==> src/rtl/mcpu_pkg.sv <==
// mcpu_pkg: shared definitions for the multi-cycle MIPS-subset control unit.
//   - state_t        : FSM state codes (IF/ID/EXE/MEM/WB)
//   - OP_* / FN_*    : opcode and funct field constants
//   - aluc_t/pcsrc_t : ALU operation and next-PC select encodings
//   - iclass_t       : one-hot instruction class produced by instr_decode
//   - sel_t          : decode-derived datapath selects
//   - decode_selects : maps an instruction class to its selects
package mcpu_pkg;

  typedef enum logic [2:0] {
    S_IF  = 3'b000,
    S_ID  = 3'b001,
    S_EXE = 3'b010,
    S_MEM = 3'b011,
    S_WB  = 3'b100
  } state_t;

  localparam logic [5:0] OP_RTYPE = 6'b000000;
  localparam logic [5:0] OP_ADDI  = 6'b001000;
  localparam logic [5:0] OP_ANDI  = 6'b001100;
  localparam logic [5:0] OP_ORI   = 6'b001101;
  localparam logic [5:0] OP_LW    = 6'b100011;
  localparam logic [5:0] OP_SW    = 6'b101011;
  localparam logic [5:0] OP_BEQ   = 6'b000100;
  localparam logic [5:0] OP_BNE   = 6'b000101;
  localparam logic [5:0] OP_J     = 6'b000010;

  localparam logic [5:0] FN_ADD = 6'b100000;
  localparam logic [5:0] FN_SUB = 6'b100010;
  localparam logic [5:0] FN_AND = 6'b100100;
  localparam logic [5:0] FN_OR  = 6'b100101;

  typedef enum logic [1:0] {
    ALU_ADD = 2'b00,
    ALU_SUB = 2'b01,
    ALU_AND = 2'b10,
    ALU_OR  = 2'b11
  } aluc_t;

  typedef enum logic [1:0] {
    PC_SEQ    = 2'b00,
    PC_BRANCH = 2'b10,
    PC_JUMP   = 2'b11
  } pcsrc_t;

  typedef struct packed {
    logic r_add;
    logic r_sub;
    logic r_and;
    logic r_or;
    logic addi;
    logic andi;
    logic ori;
    logic lw;
    logic sw;
    logic beq;
    logic bne;
    logic j;
  } iclass_t;

  typedef struct packed {
    aluc_t aluc;
    logic  aluqb;
    logic  se;
    logic  regrt;
    logic  reg2reg;
  } sel_t;

  function automatic sel_t decode_selects(input iclass_t c);
    sel_t s;
    s = '0;
    if (c.r_add | c.r_sub | c.r_and | c.r_or) begin
      s.aluqb   = 1'b1;
      s.reg2reg = 1'b1;
      if (c.r_sub) s.aluc = ALU_SUB;
      if (c.r_and) s.aluc = ALU_AND;
      if (c.r_or)  s.aluc = ALU_OR;
    end
    if (c.addi | c.andi | c.ori) begin
      s.regrt   = 1'b1;
      s.reg2reg = 1'b1;
      s.se      = c.addi;
      if (c.andi) s.aluc = ALU_AND;
      if (c.ori)  s.aluc = ALU_OR;
    end
    // lw/sw address generation: base + sign-extended offset
    if (c.lw | c.sw) begin
      s.se    = 1'b1;
      s.regrt = c.lw;
    end
    // branch compare: rs - rt, sign-extended offset feeds the target adder
    if (c.beq | c.bne) begin
      s.aluc  = ALU_SUB;
      s.aluqb = 1'b1;
      s.se    = 1'b1;
    end
    return s;
  endfunction

endpackage

==> src/rtl/instr_decode.sv <==
// instr_decode: combinational Op/Func decode into a one-hot instruction
// class. Anything outside the supported subset raises illegal with an
// all-zero class.
//   op      in  6  opcode field
//   func    in  6  funct field (used when op is R-type)
//   iclass  out    one-hot instruction class
//   illegal out 1  undefined Op/Func combination
module instr_decode
  import mcpu_pkg::*;
(
  input  logic [5:0] op,
  input  logic [5:0] func,
  output iclass_t    iclass,
  output logic       illegal
);

  always_comb begin
    iclass  = '0;
    illegal = 1'b0;
    case (op)
      OP_RTYPE: begin
        case (func)
          FN_ADD:  iclass.r_add = 1'b1;
          FN_SUB:  iclass.r_sub = 1'b1;
          FN_AND:  iclass.r_and = 1'b1;
          FN_OR:   iclass.r_or  = 1'b1;
          default: illegal      = 1'b1;
        endcase
      end
      OP_ADDI: iclass.addi = 1'b1;
      OP_ANDI: iclass.andi = 1'b1;
      OP_ORI:  iclass.ori  = 1'b1;
      OP_LW:   iclass.lw   = 1'b1;
      OP_SW:   iclass.sw   = 1'b1;
      OP_BEQ:  iclass.beq  = 1'b1;
      OP_BNE:  iclass.bne  = 1'b1;
      OP_J:    iclass.j    = 1'b1;
      default: illegal     = 1'b1;
    endcase
  end

endmodule

==> src/rtl/multicycle_ctrl.sv <==
// multicycle_ctrl: multi-cycle control FSM for the MIPS-subset CPU.
// Sequences the shared datapath through IF/ID/EXE/MEM/WB.
//   Clk     in  1  rising-edge clock
//   Clrn    in  1  asynchronous active-low reset
//   Op      in  6  opcode from IR
//   Func    in  6  funct from IR
//   Z       in  1  ALU zero flag, looked at only in EXE for branches
//   Mrdy    in  1  memory ready (only when MEM_WAIT_EN is defined)
//   Wpc/Wir/Wreg/Wmem out 1  write enables (forced low while Clrn=0)
//   Pcsrc   out 2  next-PC select
//   Aluc    out 2  ALU operation
//   Aluqb/Se/Regrt/Reg2reg out 1  datapath selects
//   Illegal out 1  undefined instruction seen in ID
//   State   out 3  current state code
// Build option: define MEM_WAIT_EN to add Mrdy and let MEM stall.
module multicycle_ctrl
  import mcpu_pkg::*;
(
  input  logic       Clk,
  input  logic       Clrn,
  input  logic [5:0] Op,
  input  logic [5:0] Func,
  input  logic       Z,
`ifdef MEM_WAIT_EN
  input  logic       Mrdy,
`endif
  output logic       Wpc,
  output logic       Wir,
  output logic       Wreg,
  output logic       Wmem,
  output logic [1:0] Pcsrc,
  output logic [1:0] Aluc,
  output logic       Aluqb,
  output logic       Se,
  output logic       Regrt,
  output logic       Reg2reg,
  output logic       Illegal,
  output logic [2:0] State
);

  state_t  state_q, next_state;
  iclass_t iclass;
  logic    dec_illegal;
  sel_t    sel_dec, sel;
  logic    wpc, wir, wreg, wmem, illegal;
  pcsrc_t  pcsrc;
  logic    is_arith, mem_done;

  instr_decode u_decode (
    .op      (Op),
    .func    (Func),
    .iclass  (iclass),
    .illegal (dec_illegal)
  );

  assign sel_dec  = decode_selects(iclass);
  assign is_arith = iclass.r_add | iclass.r_sub | iclass.r_and | iclass.r_or |
                    iclass.addi | iclass.andi | iclass.ori;

`ifdef MEM_WAIT_EN
  assign mem_done = Mrdy;
`else
  assign mem_done = 1'b1;
`endif

  always_ff @(posedge Clk or negedge Clrn) begin
    if (!Clrn) state_q <= S_IF;
    else       state_q <= next_state;
  end

  always_comb begin
    next_state = S_IF;
    wpc        = 1'b0;
    wir        = 1'b0;
    wreg       = 1'b0;
    wmem       = 1'b0;
    pcsrc      = PC_SEQ;
    sel        = '0;
    illegal    = 1'b0;
    case (state_q)
      S_IF: begin
        wir        = 1'b1;
        wpc        = 1'b1;
        next_state = S_ID;
      end
      S_ID: begin
        sel = sel_dec;
        if (iclass.j) begin
          wpc   = 1'b1;
          pcsrc = PC_JUMP;
        end else if (dec_illegal) begin
          illegal = 1'b1;
        end else begin
          next_state = S_EXE;
        end
      end
      S_EXE: begin
        sel = sel_dec;
        if (is_arith) begin
          next_state = S_WB;
        end else if (iclass.lw | iclass.sw) begin
          next_state = S_MEM;
        end else if ((iclass.beq & Z) | (iclass.bne & ~Z)) begin
          wpc   = 1'b1;
          pcsrc = PC_BRANCH;
        end
      end
      S_MEM: begin
        sel  = sel_dec;
        // sw keeps Wmem asserted for every stalled cycle
        wmem = iclass.sw;
        if (!mem_done)      next_state = S_MEM;
        else if (iclass.lw) next_state = S_WB;
      end
      S_WB: begin
        sel  = sel_dec;
        wreg = 1'b1;
      end
      default: next_state = S_IF;
    endcase
  end

  // Reset forces IF, whose strobes are high; gate everything with Clrn so
  // nothing is written while reset is held.
  assign Wpc     = wpc  & Clrn;
  assign Wir     = wir  & Clrn;
  assign Wreg    = wreg & Clrn;
  assign Wmem    = wmem & Clrn;
  assign Pcsrc   = pcsrc & {2{Clrn}};
  assign Aluc    = sel.aluc & {2{Clrn}};
  assign Aluqb   = sel.aluqb & Clrn;
  assign Se      = sel.se & Clrn;
  assign Regrt   = sel.regrt & Clrn;
  assign Reg2reg = sel.reg2reg & Clrn;
  assign Illegal = illegal & Clrn;
  assign State   = state_q;

endmodule

==> config.mk <==
export PLATFORM = sky130hd
export DESIGN_NAME = multicycle_ctrl
export DESIGN_NICKNAME = d
export VERILOG_FILES = /design/src/rtl/mcpu_pkg.sv /design/src/rtl/instr_decode.sv /design/src/rtl/multicycle_ctrl.sv
export SDC_FILE = /design/constraint.sdc
export NUM_CORES = 1
export LEC_CHECK = 0
export ABC_AREA = 1
export CAP_MARGIN = 20
export CORE_MARGIN = 2
export CORE_UTILIZATION = 43
export CTS_BUF_LIST = sky130_fd_sc_hd__clkbuf_2 sky130_fd_sc_hd__clkbuf_4 sky130_fd_sc_hd__clkbuf_8
export DETAILED_ROUTE_END_ITERATION = 8
export HOLD_SLACK_MARGIN = 0.12
export PLACE_DENSITY_LB_ADDON = 0.1
export SYNTH_ARGS = -nofsm -noshare
export SYNTH_HDL_FRONTEND = slang
export SYNTH_SLANG_ARGS = --single-unit
==> constraint.sdc <==
create_clock -name Clk -period 3.64 [get_ports Clk]
set_input_delay 0.728 -clock Clk [delete_from_list [all_inputs] [get_ports Clk]]
set_output_delay 0.728 -clock Clk [all_outputs]
set_load 0.05 [all_outputs]
Word-level counts from Yosys, hierarchy flattened. Index checks and enable logic that the tools add are counted.

Reduce and logical (&&, ||, !) cells: 5. Multiplexer cells: 49. Bitwise logic cells: 25. Equality and inequality tests: 16.

Operator list (count): equality test 6 bit (second input constant) (6); 2-to-1 mux 2 bit (13); 2-to-1 mux 1 bit (25); equality test 6 x 4 -> 1 bit (second input constant) (3); equality test 6 x 3 -> 1 bit (second input constant) (2); 2-to-1 mux 3 bit (4); case mux 3 bit (4 select lines) (1); AND 1 bit (11); OR 1 bit (11); 2-to-1 mux 4 bit (2); OR reduction 4 bit (2); OR reduction 8 bit (1); equality test 3 x 2 -> 1 bit (second input constant) (2); equality test 6 x 2 -> 1 bit (second input constant) (1); zero test 6 bit (1); 2-to-1 mux 6 bit (1); AND 2 bit (2); case mux 2 bit (2 select lines) (1); equality test 3 x 1 -> 1 bit (second input constant) (1); equality test 3 bit (second input constant) (1); zero test 3 bit (1); case mux 1 bit (3 select lines) (1); case mux 1 bit (2 select lines) (1); NOT 1 bit (1).

Logic and storage cells: 96. Bits in registers: 3. Input bits: 15.

Longest topological paths before layout.
Depth in word-level cells: 13. Depth in mapped cells: 9. Depth with buffers taken out: 8.

By module. A second synthesis with hierarchy kept.

Cells, all modules: 132. Area, all modules: 688.2 µm².

By module, submodules not included: multicycle_ctrl (area an instance 400.4 µm², cells each 68, times used 1); instr_decode (area an instance 287.8 µm², cells each 64, times used 1).

Least setup slack after synthesis. Ideal clock, no wire load.

Kind: register -> output. Start point: register state_q[0], in the netlist State[0]. End point: output port Wpc. Path buffers: 0. Arrival time: 2.032 ns. Slack: 0.880 ns. Stages on the path, launching flop included: 5. Data required time: 2.912 ns. Cell sequence: dfrtp_1 nor2_2 nand2_1 nor2_1 nand3b_1.

Word-level cells in the longest chain between the ends: 3. Elaborated cells between the ends (all ways): 5. Those cells by class: eq/ne (2); mux (1); bitwise (1); reduce/logical (1).

RTL lines: from (decl) (line multicycle_ctrl.sv:41) `state_t state_q, next_state;`; from (signal assigned) (line multicycle_ctrl.sv:68) `else state_q <= next_state;`; equality test 3 x 2 -> 1 bit, or another cell as far along (line multicycle_ctrl.sv:80) `case (state_q)`; case mux 1 bit (3 select lines) * (line multicycle_ctrl.sv:80); AND 1 bit * (line multicycle_ctrl.sv:125) `assign Wpc = wpc & Clrn;`; to (decl) (line multicycle_ctrl.sv:27) `output logic Wpc,`.

Every way passes the cells marked *; elsewhere a longest branch is shown, timed or not.

Worst setup path after layout.
Start point: input port Clrn. End point: output port Wir.

Word-level cells in the longest chain between the ends: 1.

RTL lines: from (decl) (line multicycle_ctrl.sv:20) `input logic Clrn,`; AND 1 bit (line multicycle_ctrl.sv:126) `assign Wir = wir & Clrn;`; to (decl) (line multicycle_ctrl.sv:28) `output logic Wir,`.

Every way passes these cells.

==> impl_metrics.toml <==
[run_status]
status = "completed"

[synthesis]
seq_area_frac_synth = 0.128
ys_async_sr_fraction = 1.00
synth.area.top_cells = "inv_1 (13%), dfrtp_1 (13%), nand2_1 (12%)"
netlist_top_cells_count = "inv_1 (21), nand2_1 (19), nand3_1 (13), nor2_1 (13), nor2_2 (7)"
synth.largest_area_cell = "inv_1"
synth_cell_type_count = 22
synth_area_per_cell_sq_um = 5.80
synth_edf_count = 0
synth.most_common_cell = "inv_1"
syn-num-nets = 116
netlist_instances = 101
yosys_warnings = 0
synth_area_sq_um = 586
synth_seq_cells = 3
synthDominantCellAreaShare = 0.135
synth_ff_type = "dfrtp_1"

[cts]
ctsHoldBuffers = 0
post_cts_resize_count = 0
worstSkewPairLatency_ps = 240
cts_setup_buffers = 0
clkTransAtPathRegs_ps = 40
cts_root_buf = "clkbuf_4"
htree_levels = 1
clock-sinks = 3
cts_tree = "done"
numCtsBuffers = 3
clockBufferDepth = 2

[worst_setup_path]
critPathRequiredTime_ps = 2910
arrival_ps = 2460
reg2reg_depth = 6
crit_fanout = 8
criticalPathCategory = "input port to output port"
cp-end-kind = "output port"
crit_path_start_kind = "input port"

[pwr]
p_int_mw = 0.162
seqPwrFrac = 0.159
power_frac_comb = 0.630
switching_share = 0.497
p_clk_frac = 0.211
irDropWorstVdd_uv = 163
leakagePower_nw = 0.488
power_density_mw_per_mm2 = 354
p_sw_mw = 0.160

[grt]
gr-total-overflow = 0
antenna_found_initial = 0
grt_pass1_vias = 628
track_usage = 0.227
grt_pass1_wl_um = 2480
grt_start_max_net_pins = 9

[drt]
vias = 749
dr.pass1.iters = 4
drc = 0
wl_per_cell_um = 10.3
drt-total-wl_um = 1540
drt-initial-drc-count = 36
viasPerCell = 5.03
antenna_left = 0

[sta]
period_minus_slack_ps = 3180
final-hold-violation-count = 0
fin_skew_ps = 3.54
slew_viol_final = 0
final.setup.tns_ps = 0
fin_crit_sh = 0.875
rsz0062_at_grt = "no"
tightest_slew_ps = 494
max_slew_margin = 0.670
fmax_mhz = 314
finalSetupViolCount = 0

[placement]
gp_congestion = 0.838
portBuffers = 30
dp_hpwl_um = 1300
placed_cell_area_sq_um = 878
dp.cells = 145

[layout]
nNetsFinal = 150
largest_register_ffs = 3
antenna_cells = 0
fin_area_sq_um = 908
drive_gt1_frac = 0.254
final_cells = 149
area_growth_pct = 55.1

[die]
die_x_um = 40.9
ioPinCount = 31
die_area_sq_mm = 0.00167
placement_rows = 13
fp.dieH_um = 40.9
coreArea_sq_mm = 0.00128
start_util = 0.456

[job]
maxCapViolations = 0

[min_path]
hold_class = "register to register"
min_path_cells = 3
## power by group through the flow
stage | clock (mW) | combinational [mW] | sequential, mW
final | 0.0677 | 0.203 | 0.0513
after global routing | 0.0714 | 0.219 | 0.0529
after CTS | 0.0684 | 0.203 | 0.0510
after detailed placement | 0 | 0.202 | 0.0517
after global placement | 0 | 0.200 | 0.0509
after floorplan | 0 | 0.106 | 0.0745
## worst max-delay path, stage by stage
cell,delay (ps)
clkdlybuf4s50_1,630
inv_1,130
nor2_1,150
clkdlybuf4s50_1,810
## worst paths after layout
kind | startpoint | endpoint | slack [ps]
worst max-delay path | Clrn | Wir | 460
worst max register to register | State[1] | State[1] | 2530
worst min register to register | State[2] | State[2] | 630
min in group asynchronous | Clrn | State[2] | 740
worst min-delay path | State[2] | State[2] | 630
max in group asynchronous | Clrn | State[0] | 2680
## final cells by class
cell class                 count  area (sq um)
clock buffer                   4          30.0
fill                         124           377
inverter                      23          86.3
multi-input combinational     74           413
sequential                     3          75.1
tap                           15          18.8
timing repair buffer          30           285
## through the flow
stage	worst slack [ps]	total power, mW	hold WS (ps)	utilization
after floorplan	880	0.180	432	-
after global placement	499	0.251	593	0.684
after detailed placement	461	0.254	619	0.684
after CTS	458	0.322	624	0.707
after global routing	362	0.343	663	0.707
final	455	0.322	628	0.707
## logic make-up (layout without fill, tap and decap cells)
| kind of cell | Yosys count | count (layout) | share of synthesized area |
|---|---|---|---|
| compound gates | 10 | 10 | 0.120 |
| flops | 3 | 3 | 0.128 |
| simple gates | 64 | 64 | 0.585 |
| buf+inv | 24 | 57 | 0.167 |
## layer usage
| metal | routed length, um | GRT usage | share of wire | up-vias |
|---|---|---|---|---|
| met5 | 0 | 0 | 0 | - |
| met4 | 13 | 0.100 | 0.0084 | 0 |
| met3 | 148 | 0.0489 | 0.096 | 2 |
| met2 | 759 | 0.406 | 0.49 | 37 |
| met1 | 618 | 0.252 | 0.40 | 323 |
| li1 | - | - | - | 387 |
## placed cells by master, fill, tap and decap left out
cell / instances
a21oi_1: 3
a21oi_2: 2
a31oi_2: 1
buf_12: 1
buf_4: 10
clkbuf_4: 4
clkdlybuf4s50_1: 19
dfrtp_1: 3
inv_1: 21
inv_2: 2
nand2_1: 19
nand2_2: 2
nand2b_1: 1
nand3_1: 13
nand3_2: 2
nand3_4: 1
nand3b_1: 1
nand4_1: 3
nor2_1: 13
nor2_2: 7
nor2_4: 1
nor2_8: 1
o211ai_1: 1
o21a_1: 1
o21ai_0: 2
(Power assumes the default switching activity.)
